`src/rtl/skid_buf_pkg.sv`:
```
// skid_buf shared definitions: state encodings and default width.
// Imported by the interface, the data register and the top.
package skid_buf_pkg;

    localparam int DATA_W = 32;

    // Encoding follows the valid bits: bit0 = main valid, bit1 = skid valid.
    typedef enum logic [1:0] {
        SB_EMPTY = 2'b00,
        SB_ONE   = 2'b01,
        SB_FULL  = 2'b11
    } sb_state_e;

endpackage

```
`src/rtl/skid_buf_if.sv`:
```
// skid_buf handshake bundle: upstream in_* and downstream out_* signals.
// slave = buffer view, master = surrounding stages / bench view.
interface skid_buf_if
    import skid_buf_pkg::*;
#(
    parameter int SIZE = DATA_W
) ();

    logic [SIZE-1:0] in_data;
    logic            in_valid;
    logic            in_ready;
    logic [SIZE-1:0] out_data;
    logic            out_valid;
    logic            out_ready;

    modport slave (
        input  in_data,
        input  in_valid,
        input  out_ready,
        output in_ready,
        output out_data,
        output out_valid
    );

    modport master (
        output in_data,
        output in_valid,
        output out_ready,
        input  in_ready,
        input  out_data,
        input  out_valid
    );

endinterface

```
`src/rtl/skid_buf_dreg.sv`:
```
// dreg: SIZE-bit data register with load enable and synchronous clear.
// Ports: clk, clr (active-high, sync), en, d in; q out.
module dreg
    import skid_buf_pkg::*;
#(
    parameter int SIZE = DATA_W
) (
    input  logic            clk,
    input  logic            clr,
    input  logic            en,
    input  logic [SIZE-1:0] d,
    output logic [SIZE-1:0] q
);

    always_ff @(posedge clk) begin
        if (clr) begin
            q <= '0;
        end else if (en) begin
            q <= d;
        end
    end

endmodule

```
`src/rtl/skid_buf.sv`:
```
// skid_buf: registered valid/ready pipeline buffer with one skid entry.
// Ports: clk, rst (sync, active-high), flush; bus = in_*/out_* handshake.
module skid_buf
    import skid_buf_pkg::*;
#(
    parameter int SIZE = DATA_W
) (
    input  logic       clk,
    input  logic       rst,
    input  logic       flush,
    skid_buf_if.slave  bus
);

    sb_state_e       state_q;
    sb_state_e       state_d;
    logic            in_ready_q;
    logic            accept;
    logic            drain;
    logic            main_en;
    logic            skid_en;
    logic [SIZE-1:0] main_d;
    logic [SIZE-1:0] main_q;
    logic [SIZE-1:0] skid_q;

    assign accept = bus.in_valid & in_ready_q;
    assign drain  = (state_q != SB_EMPTY) & bus.out_ready;

    always_ff @(posedge clk) begin
        if (rst) begin
            state_q    <= SB_EMPTY;
            in_ready_q <= 1'b1;
        end else begin
            state_q    <= state_d;
            // Registered so upstream never sees a path from out_ready.
            in_ready_q <= (state_d != SB_FULL);
        end
    end

    always_comb begin
        state_d = state_q;
        main_en = 1'b0;
        skid_en = 1'b0;
        main_d  = bus.in_data;
        unique case (state_q)
            SB_EMPTY: begin
                if (accept) begin
                    state_d = SB_ONE;
                    main_en = 1'b1;
                end
            end
            SB_ONE: begin
                if (accept && drain) begin
                    main_en = 1'b1;
                end else if (accept) begin
                    state_d = SB_FULL;
                    skid_en = 1'b1;
                end else if (drain) begin
                    state_d = SB_EMPTY;
                end
            end
            SB_FULL: begin
                // in_ready is low here, so only a drain can occur.
                if (drain) begin
                    state_d = SB_ONE;
                    main_en = 1'b1;
                    main_d  = skid_q;
                end
            end
            default: begin
                state_d = SB_EMPTY;
            end
        endcase
        // Flush drops everything, including a word offered this cycle.
        if (flush) begin
            state_d = SB_EMPTY;
            main_en = 1'b0;
            skid_en = 1'b0;
        end
    end

    dreg #(.SIZE(SIZE)) u_main (
        .clk (clk),
        .clr (rst),
        .en  (main_en),
        .d   (main_d),
        .q   (main_q)
    );

    dreg #(.SIZE(SIZE)) u_skid (
        .clk (clk),
        .clr (rst),
        .en  (skid_en),
        .d   (bus.in_data),
        .q   (skid_q)
    );

    assign bus.in_ready  = in_ready_q;
    assign bus.out_valid = (state_q != SB_EMPTY);
    assign bus.out_data  = main_q;

endmodule

```
`src/flat_wrapper.sv`:
```
// flat-port wrapper written by rule: the top's interface ports become plain ports
module skid_buf_flat import skid_buf_pkg::*;
#(
    parameter int SIZE = DATA_W
)
  (clk, rst, flush, bus_in_data, bus_in_valid, bus_out_ready, bus_in_ready, bus_out_data, bus_out_valid);
  skid_buf_if #(.SIZE(SIZE)) bus_i ();
  input  logic clk;
  input  logic rst;
  input  logic flush;
  input wire logic [$bits(bus_i.in_data)-1:0] bus_in_data;
  input wire logic [$bits(bus_i.in_valid)-1:0] bus_in_valid;
  input wire logic [$bits(bus_i.out_ready)-1:0] bus_out_ready;
  output wire logic [$bits(bus_i.in_ready)-1:0] bus_in_ready;
  output wire logic [$bits(bus_i.out_data)-1:0] bus_out_data;
  output wire logic [$bits(bus_i.out_valid)-1:0] bus_out_valid;
  assign bus_i.in_data = bus_in_data;
  assign bus_i.in_valid = bus_in_valid;
  assign bus_i.out_ready = bus_out_ready;
  assign bus_in_ready = bus_i.in_ready;
  assign bus_out_data = bus_i.out_data;
  assign bus_out_valid = bus_i.out_valid;
  skid_buf #(.SIZE(SIZE)) u_core (.clk(clk), .rst(rst), .flush(flush), .bus(bus_i));
endmodule
```
`config.mk`:
```
export PLATFORM = sky130hd
export DESIGN_NAME = skid_buf_flat
export DESIGN_NICKNAME = d
export VERILOG_FILES = /design/src/rtl/skid_buf_pkg.sv /design/src/rtl/skid_buf_if.sv /design/src/rtl/skid_buf_dreg.sv /design/src/rtl/skid_buf.sv /design/src/flat_wrapper.sv
export SDC_FILE = /design/constraint.sdc
export NUM_CORES = 1
export LEC_CHECK = 0
export CORE_ASPECT_RATIO = 0.5
export CORE_MARGIN = 5
export CORE_UTILIZATION = 53
export CTS_BUF_LIST = sky130_fd_sc_hd__clkbuf_4 sky130_fd_sc_hd__clkbuf_8
export DETAILED_ROUTE_END_ITERATION = 7
export PLACE_DENSITY = 0.94
export SLEW_MARGIN = 40
export SYNTH_ARGS = -nofsm -noshare
export SYNTH_HDL_FRONTEND = slang
export SYNTH_SLANG_ARGS = --single-unit
```
`constraint.sdc`:
```
create_clock -name clk -period 2.2 [get_ports clk]
set_input_delay 0.55 -clock clk [delete_from_list [all_inputs] [get_ports clk]]
set_output_delay 0.55 -clock clk [all_outputs]
set_load 0.02 [all_outputs]
```
==> flow_metrics.env, run 1 <==
export IMPL_status="complete, no violations"
export IMPL_remaining_drc_errors=0
export IMPL_synth_area_um2=3340
export IMPL_clock_path_buffers=2
export IMPL_viasPerCell=6.42
export IMPL_dr_pass1_iters=5
export IMPL_hold_depth=2
export IMPL_final_nets=455
export IMPL_ys_ff_latch=67
export IMPL_insertion_delay_ps=350
export IMPL_avgSynthCellArea_um2=9.46
export IMPL_cts_buffers_inserted=9
export IMPL_setup_viol=0
export IMPL_arrival_ps=1570
export IMPL_peakVddDrop_v=0.000378
export IMPL_wl_per_cell_um=20.3
export IMPL_die_w_um=122
export IMPL_min_period_over_period_pct=96.5
export IMPL_crit_required_ps=1650
export IMPL_synth_cells=353
export IMPL_fmax_ghz=0.471
export IMPL_h_tree_depth=3
export IMPL_grt_overflow_total=0
export IMPL_max_cap_violations=0
export IMPL_slowest_stage="clkdlybuf4s50_1"
export IMPL_cellLeakagePower_uw=0.00173
export IMPL_gp_congestion=0.858
export IMPL_startpoint_type="flip-flop"
export IMPL_grt_max_degree=33
export IMPL_yosysTopAreaCell="dfxtp_1"
export IMPL_place_inst=495
export IMPL_path_max_fanout=7
export IMPL_worstHoldPathType="reg -> reg"
export IMPL_grt_use_total_pct=26.1
export IMPL_clkSinkCount=67
export IMPL_synth_seq_area_share_pct=40.2
export IMPL_rsz0062_at_grt="no"
export IMPL_path_cells="or2_2 > clkdlybuf4s50_1"
export IMPL_cp_depth=2
export IMPL_routed_wl_um=10400
export IMPL_min_period_ps=2120
export IMPL_slew_limit_headroom_pct=59.7
export IMPL_root_buffer="clkbuf_8"
export IMPL_hold_buffers=0
export IMPL_tightest_slew_ps=597
export IMPL_drive_gt1_share_pct=20.6
export IMPL_r2r_cells=4
export IMPL_fin_worst_skew_ps=6.64
export IMPL_endpoint_kind="output pin"
export IMPL_grt_pass1_vias=3287
export IMPL_hold_viol=0
export IMPL_initial_core_util_pct=54.9
export IMPL_vias=3279
export IMPL_antenna_left=0
export IMPL_io_pins=71
export IMPL_synth_top_area_share_pct=40.2
export IMPL_die_y_um=66.1
export IMPL_slew_violations=0
export IMPL_grt_antenna_before_repair=0
export IMPL_ys_warn_count=0
export IMPL_first_iter_violations=380
export IMPL_dpl_hpwl_um=6750
export IMPL_fp_dieArea_um2=8080
export IMPL_slowest_delay_ps=540
export IMPL_synth_cell_types=24
export IMPL_design_core_area_um2=6080
export IMPL_syn_to_final_growth_pct=33.3
export IMPL_post_cts_buffers=0
export IMPL_diodes=0
export IMPL_cts_tree="yes"
export IMPL_grt_first_pass_wirelength_um=16400
export IMPL_cp_num_buf_inv=1
export IMPL_critical_path_top_delay_family="buffers and inverters"
export IMPL_power_density_nw_per_um2=668
export IMPL_worstSetupPathType="reg -> out"
export IMPL_clk_pin_slew_ps=80
export IMPL_io_buffers=70
export IMPL_ys_top_cells_by_area="dfxtp_1 (40%), o31ai_2 (11%), mux2i_1 (9.6%)"
export IMPL_stdcell_count=511
export IMPL_tns_ps=0
export IMPL_syn_num_nets=390
export IMPL_fp_row_count=20
## metrics by stage
stage | total power [uW] | utilization [%] | hold WS [ps] | cell area, um2 | worst slack (ps)
final | 2970 | 73.2 | 479 | 4450 | 77.2
after global routing | 3060 | 73.2 | 503 | 4450 | 16.0
after CTS | 2970 | 73.2 | 480 | 4450 | 24.9
after detailed placement | 1710 | 69.1 | 466 | 4200 | -111
after global placement | 1690 | 69.1 | 459 | 4200 | -9.33
after floorplan | 1510 | - | 453 | 3340 | 457
## registers in the layout, summed over array words and instances, names as in the netlist
| signal | flops |
|---|---|
| u_core.u_main.q | 32 |
| u_core.u_skid.q | 32 |
| u_core.state_q | 2 |
| u_core.bus.in_ready | 1 |
## report_power, final
group | switching (uW) | internal [uW]
sequential | 22.1 | 1250
combinational | 232 | 190
clock | 518 | 762
total | 772 | 2200
## what timing repair did
item                                    4_1_cts  5_1_grt
endpoints found under the hold margin         0        0
endpoints found under the setup margin        0        1
resized for setup                             0        1
## worst register-to-register path, cell delays in order (launching register included)
cell	delay [ps]
dfxtp_2	370
nor2b_4	140
buf_4	250
o41ai_1	650
o31ai_2	140
## cell usage after synthesis, drive strengths merged
| master | number |
|---|---|
| nor2b | 34 |
| clkbuf | 33 |
| or4 | 1 |
| o21ai | 32 |
| nor4 | 1 |
| a211oi | 1 |
| and3b | 1 |
| or3b | 1 |
| mux2i | 32 |
| o31ai | 32 |
| a21oi | 34 |
| or3 | 1 |
| nor3b | 1 |
| buf | 13 |
| or2 | 2 |
| dfxtp | 67 |
| nand3b | 1 |
| o41ai | 32 |
| nand3 | 33 |
| nand2b | 1 |
## kinds of logic after synthesis
logic type | after synthesis | synth area share (%)
and+or+nand+nor | 77 | 13.7
AOI/OAI and AO/OA | 131 | 30.2
buffers and inverters | 46 | 6.33
DFF | 67 | 40.2
muxes | 32 | 9.60
## metal layers
| metal | global-route usage [%] | vias to the layer above | routed length, um | part of all wire (%) |
|---|---|---|---|---|
| met5 | 0 | - | 0 | 0 |
| met4 | 12.1 | 0 | 238 | 2.3 |
| met3 | 6.84 | 31 | 944 | 9.1 |
| met2 | 45.5 | 209 | 5180 | 50 |
| met1 | 30.2 | 1586 | 4010 | 39 |
| li1 | - | 1453 | - | - |
## path summary, 6_finish.rpt
kind	from	to	slack, ps
setup / recovery	u_core.state_q[1]$_SDFF_PP0_	bus_out_valid	80
hold / removal	u_core.u_skid.q[17]$_SDFFE_PP0P_	u_core.u_skid.q[17]$_SDFFE_PP0P_	480
setup reg to reg	u_core.state_q[0]$_SDFF_PP0_	u_core.u_main.q[21]$_SDFFE_PP0P_	510
hold reg to reg	u_core.u_skid.q[17]$_SDFFE_PP0P_	u_core.u_skid.q[17]$_SDFFE_PP0P_	480
## area by class of cell
cell class / count / area (um2)
Multi-Input combinational cell: 240 / 1800
Clock inverter: 7 / 125
Tap cell: 88 / 110
Fill cell: 378 / 1630
Clock buffer: 9 / 124
Timing Repair Buffer: 100 / 946
Sequential cell: 67 / 1340
## cell usage in the layout (no fill, tap or decap)
master,count
nand2b_1,1
or3b_2,1
and3b_1,1
nor3b_2,1
clkinv_4,3
o31ai_1,2
nor2b_4,1
o21ai_0,32
a211oi_1,1
o41ai_1,32
buf_12,2
dfxtp_2,1
dfxtp_1,66
or4_1,1
o31ai_2,30
nor4_1,1
inv_6,1
a21oi_1,33
clkbuf_8,9
nor2b_1,32
bufinv_16,3
or3_2,1
mux2i_1,32
buf_2,1
nor2b_2,1
clkdlybuf4s50_1,69
buf_4,28
or2_2,2
a21oi_2,1
nand3_2,1
nand3_1,32
nand3b_1,1
No activity file was read; power rests on OpenSTA's default activity.
==> run 2: changes to the inputs <==
--- a/config.mk
+++ b/config.mk
@@ -7,11 +7,13 @@
 export LEC_CHECK = 0
 export CORE_ASPECT_RATIO = 0.5
 export CORE_MARGIN = 5
-export CORE_UTILIZATION = 53
+export CORE_UTILIZATION = 60
 export CTS_BUF_LIST = sky130_fd_sc_hd__clkbuf_4 sky130_fd_sc_hd__clkbuf_8
 export DETAILED_ROUTE_END_ITERATION = 7
-export PLACE_DENSITY = 0.94
+export DONT_BUFFER_PORTS = 1
+export PLACE_DENSITY = 0.87
 export SLEW_MARGIN = 40
 export SYNTH_ARGS = -nofsm -noshare
 export SYNTH_HDL_FRONTEND = slang
+export SYNTH_HIERARCHICAL = 1
 export SYNTH_SLANG_ARGS = --single-unit
==> flow_metrics.env, run 2 <==
export IMPL_r2r_slack_ps=330
export IMPL_slew_violations=0
export IMPL_synth_mux_area_share_pct=37.3
export IMPL_fp_dieArea_um2=6580
export IMPL_synth_cells=255
export IMPL_crit_start="u_core/bus.in_ready$_SDFF_PP1_"
export IMPL_status="complete, no violations"
export IMPL_clk_pin_slew_ps=70
export IMPL_synthArstFlopShare_pct=0
export IMPL_cts_tree="yes"
export IMPL_hold_depth=1
export IMPL_h_tree_depth=3
export IMPL_grt_antenna_before_repair=0
export IMPL_worstHoldPathType="in -> reg"
export IMPL_fin_worst_skew_ps=3.49
export IMPL_synth_top_family_by_area="multiplexers"
export IMPL_setup_ws_ps=334
export IMPL_path_cells="nand3b_1 > a221oi_4 > buf_4 > mux2i_1 > nor2_1"
export IMPL_hold_start="flush"
export IMPL_yosys_area_share_adder_pct=0
export IMPL_path_max_fanout=20
export IMPL_worstSetupPathType="reg -> reg"
export IMPL_ys_flop_type="dfxtp_1"
export IMPL_post_cts_buffers=0
export IMPL_clock_path_buffers=2
export IMPL_cts_resized=0
export IMPL_dpl_hpwl_um=3740
export IMPL_wl_per_cell_um=16.3
export IMPL_peakVddDrop_v=0.000527
export IMPL_synth_seq_area_share_pct=44.9
export IMPL_endpoint_kind="flip-flop"
export IMPL_clkSinkCount=67
export IMPL_design_core_area_um2=4860
export IMPL_yosys_area_share_simple_pct=9.59
export IMPL_fp_row_count=18
export IMPL_top_regs="u_core/u_main/q x32, u_core/u_skid/q x32, u_core/state_q x2"
export IMPL_synth_xor_area_share_pct=0
export IMPL_fin_util_pct=64.1
export IMPL_seq_area_um2=1340
export IMPL_place_ws_ps=287
export IMPL_dr_pass1_iters=4
export IMPL_synth_cell_types=19
export IMPL_worstReg2RegStart="u_core/bus.in_ready$_SDFF_PP1_"
export IMPL_hold_viol=0
export IMPL_min_period_ps=1870
export IMPL_routed_wl_um=5370
export IMPL_grt_overflow_total=0
export IMPL_synth_area_um2=2990
export IMPL_fmax_ghz=0.536
export IMPL_tns_ps=0
export IMPL_viasPerCell=5.27
export IMPL_avgSynthCellArea_um2=11.7
export IMPL_cts_buffers_inserted=9
export IMPL_ys_top_cells_by_area="dfxtp_1 (45%), mux2i_1 (21%), mux2_4 (15%)"
export IMPL_arrival_ps=2080
export IMPL_root_buffer="clkbuf_8"
export IMPL_most_common_layout_cells="dfxtp_1 (67), mux2i_1 (64), nor2_1 (64)"
export IMPL_diodes=0
export IMPL_gp_congestion=0.653
export IMPL_drive_gt1_share_pct=22.4
export IMPL_r2r_cells=5
export IMPL_io_buffers=0
export IMPL_antenna_left=0
export IMPL_remaining_drc_errors=0
export IMPL_setup_viol=0
export IMPL_first_iter_violations=102
export IMPL_syn_to_final_growth_pct=4.36
export IMPL_grt_first_pass_wirelength_um=8500
export IMPL_ys_ff_latch=67
export IMPL_max_cap_violations=0
export IMPL_slowest_delay_ps=450
export IMPL_slowest_stage="dfxtp_1"
export IMPL_final_common_cell="dfxtp_1"
export IMPL_tightest_slew_ps=396
export IMPL_synth_top_area_share_pct=44.9
export IMPL_crit_required_ps=2410
export IMPL_ys_top_cells_by_count="dfxtp_1 (67), mux2i_1 (64), nor2_1 (64)"
export IMPL_cellLeakagePower_uw=0.00126
export IMPL_grt_pass1_vias=1763
export IMPL_syn_num_nets=292
export IMPL_synth_compound_area_share_pct=1.47
export IMPL_rsz0062_at_grt="no"
export IMPL_vias=1733
export IMPL_die_w_um=110
export IMPL_grt_use_total_pct=17.2
export IMPL_io_pins=71
export IMPL_multi_input_area_um2=1470
export IMPL_initial_core_util_pct=61.4
export IMPL_yosysMostFrequentCell="dfxtp_1"
export IMPL_yosysTopAreaCell="dfxtp_1"
export IMPL_total_power_uw=2320
export IMPL_grt_max_degree=68
export IMPL_insertion_delay_ps=320
export IMPL_power_density_nw_per_um2=745
export IMPL_slew_limit_headroom_pct=73.6
export IMPL_startpoint_type="flip-flop"
export IMPL_die_y_um=59.9
export IMPL_min_period_over_period_pct=84.8
export IMPL_fillerInstances=420
export IMPL_final_nets=291
export IMPL_synth_edf_count=0
export IMPL_hold_buffers=0
export IMPL_ys_warn_count=6
[run 2: cell types whose count changed after synthesis, moves of 7 or more]
cell	change
nor2_1	+64
a21oi_1	-34
nand3_1	-33
nor2b_1	-33
mux2i_1	+32
o21ai_0	-32
o41ai_1	-32
mux2_4	+30
o31ai_2	-30
clkbuf_1	-27
buf_2	-7
[run 2: final cells by class]
class	count	area share [%]
multi-input cells	170	47.0
flip-flops and latches	67	43.0
clock buffers	13	4.94
well taps	70	2.81
repair buffers	5	1.61
clock inverters	3	0.482
inverters	1	0.120
[run 2: cell families after synthesis]
| family | count (synthesis) |
|---|---|
| AND/OR/NAND/NOR | 70 |
| multiplexers | 96 |
| flip-flops | 67 |
| AO/OA/AOI/OAI | 4 |
| buffers and inverters | 18 |
[run 2: metrics by stage]
stage / area (um2) / std cells / hold slack, ps
3_3_place_gp: 2950 / 313 / 471
3_5_place_dp: 2950 / 313 / 483
5_1_grt: 3120 / 329 / 259
6_report: 3120 / 329 / 290
4_1_cts: 3120 / 329 / 272
2_1_floorplan: 2990 / 255 / 456
[run 2: critical path, delay by kind of cell (launching register included)]
family,cells,cell delay [ps]
simple gates,2,340
flops,1,450
compound gates,1,340
mux,1,250
buf+inv,1,380
[run 2: path summary, 6_finish.rpt]
kind | endpoint
min | u_core/state_q[1]$_SDFF_PP0_
max | u_core/u_main/q[27]$_SDFFE_PP0P_
min reg2reg | u_core/u_skid/q[0]$_SDFFE_PP0P_
max reg2reg | u_core/u_main/q[27]$_SDFFE_PP0P_
[run 2: where the power goes]
part	switching (uW)	internal, uW	total [uW]
Clock	416	455	871
Sequential	61.2	1250	1310
Combinational	55.9	85.2	141
[run 2: metal layers]
metal  global-route usage [%]  up-vias  routed length [um]
li1                         -      865                   -
met1                     18.5      826                2240
met2                     29.7       38                2670
met3                     8.63        4                 425
met4                     6.04        0                  36
met5                        0        -                   0
==> run 3: changes to the inputs <==
==> constraint.sdc (replaced) <==
create_clock -name clk -period 2 [get_ports clk]
set_input_delay 0.5 -clock clk [delete_from_list [all_inputs] [get_ports clk]]
set_output_delay 0.5 -clock clk [all_outputs]
set_load 0.02 [all_outputs]
==> flow_metrics.env, run 3 (synthesis results as in run 2) <==
export IMPL_status="complete, no violations"
export IMPL_rsz0062_at_grt="no"
export IMPL_final_nets=295
export IMPL_cts_buffers_inserted=9
export IMPL_slew_limit_headroom_pct=79.0
export IMPL_io_buffers=0
export IMPL_routed_wl_um=5480
export IMPL_setup_viol=0
export IMPL_hold_viol=0
export IMPL_viasPerCell=5.30
export IMPL_grt_max_degree=68
export IMPL_cts_tree="yes"
export IMPL_tns_ps=0
export IMPL_slew_violations=0
export IMPL_dr_pass1_iters=4
export IMPL_antenna_left=0
export IMPL_max_cap_violations=0
export IMPL_root_buffer="clkbuf_8"
export IMPL_wl_per_cell_um=16.5
export IMPL_place_ws_ps=214
export IMPL_initial_core_util_pct=61.4
export IMPL_die_w_um=110
export IMPL_cellLeakagePower_uw=0.00130
export IMPL_fin_worst_skew_ps=5.84
export IMPL_grt_first_pass_wirelength_um=9080
export IMPL_endpoint_kind="flip-flop"
export IMPL_design_core_area_um2=4860
export IMPL_crit_required_ps=2230
export IMPL_grt_antenna_before_repair=0
export IMPL_fp_dieArea_um2=6580
export IMPL_final_common_cell="dfxtp_1"
export IMPL_vias=1766
export IMPL_first_iter_violations=58
export IMPL_path_max_fanout=12
export IMPL_grt_use_total_pct=18.3
export IMPL_clk_pin_slew_ps=70
export IMPL_hold_buffers=0
export IMPL_post_cts_buffers=0
export IMPL_fp_row_count=18
export IMPL_top_regs="u_core/u_main/q x32, u_core/u_skid/q x32, u_core/state_q x2"
export IMPL_min_period_ps=1750
export IMPL_tightest_slew_ps=315
export IMPL_drive_gt1_share_pct=23.6
export IMPL_slowest_delay_ps=360
export IMPL_worstSetupPathType="reg -> reg"
export IMPL_diodes=0
export IMPL_clkSinkCount=67
export IMPL_worstHoldPathType="in -> reg"
export IMPL_gp_congestion=0.663
export IMPL_startpoint_type="flip-flop"
export IMPL_arrival_ps=1980
export IMPL_syn_to_final_growth_pct=6.28
export IMPL_fin_util_pct=65.3
export IMPL_h_tree_depth=3
export IMPL_min_period_over_period_pct=87.6
export IMPL_fillerInstances=381
export IMPL_power_density_nw_per_um2=825
export IMPL_cts_resized=0
export IMPL_dpl_hpwl_um=3980
export IMPL_io_pins=71
export IMPL_most_common_layout_cells="dfxtp_1 (67), mux2i_1 (64), nor2_1 (64)"
export IMPL_clock_path_buffers=2
export IMPL_grt_overflow_total=0
export IMPL_fmax_ghz=0.571
export IMPL_slowest_stage="dfxtp_1"
export IMPL_setup_ws_ps=248
export IMPL_path_cells="nand3b_1 > a221oi_4 > buf_4 > mux2i_1 > nor2_1"
export IMPL_grt_pass1_vias=1830
export IMPL_peakVddDrop_v=0.000554
export IMPL_die_y_um=59.9
export IMPL_insertion_delay_ps=330
export IMPL_remaining_drc_errors=0
==> run 3: cell count changes in the layout (fill, tap and decap cells not counted), sizes merged <==
cell / before / now
buf: 5 / 9
clkbuf: 13 / 14
clkinv: 3 / 2
==> run 3: final timing paths <==
path	from	to	slack, ps	depth (start not counted)
setup reg to reg	u_core/state_q[1]$_SDFF_PP0_	u_core/u_main/q[5]$_SDFFE_PP0P_	250	5
hold reg to reg	u_core/u_skid/q[12]$_SDFFE_PP0P_	u_core/u_skid/q[12]$_SDFFE_PP0P_	490	2
setup / recovery	u_core/state_q[1]$_SDFF_PP0_	u_core/u_main/q[5]$_SDFFE_PP0P_	250	5
hold / removal	flush	u_core/state_q[0]$_SDFF_PP0_	230	1
==> run 3: where the power goes <==
| group | internal (uW) | total (uW) | switching (uW) |
|---|---|---|---|
| logic | 95.5 | 159 | 63.3 |
| registers | 1370 | 1440 | 68.7 |
| clock network | 556 | 1020 | 463 |
==> run 3: final cells by class <==
cell class / instances / area [um2] / share of cell area (%)
tap: 70 / 87.6 / 2.76
sequential: 67 / 1340 / 42.2
clock inverter: 2 / 10.0 / 0.315
clock buffer: 14 / 174 / 5.48
inverter: 1 / 3.75 / 0.118
timing repair buffer: 9 / 92.6 / 2.92
multi-input combinational: 170 / 1470 / 46.2
==> run 3: per-layer routing <==
layer  wire (um)  share of wire, %  up-vias  global-route usage [%]
li1            -                 -      879                       -
met3         443               8.1        8                    8.09
met2        2720                50       40                    31.7
met5           0                 0        -                       0
met4          75               1.4        0                    7.46
met1        2250                41      839                    19.9
==> run 3: worst max-delay path, delay by kind of cell, from the launching register on <==
kind            cells  cell delay [ps]
simple gates        2              380
flops               1              360
compound gates      1              360
buf+inv             1              300
mux                 1              240
==> run 3: per-stage QoR <==
step / total power (uW) / cells / area (um2) / hold slack [ps]
after floorplan: 1630 / 255 / 2990 / 456
after CTS: 2660 / 333 / 3180 / 211
after detailed placement: 1630 / 317 / 2990 / 479
final: 2620 / 333 / 3180 / 233
after global placement: 1620 / 317 / 2990 / 469
after global routing: 2740 / 333 / 3180 / 206
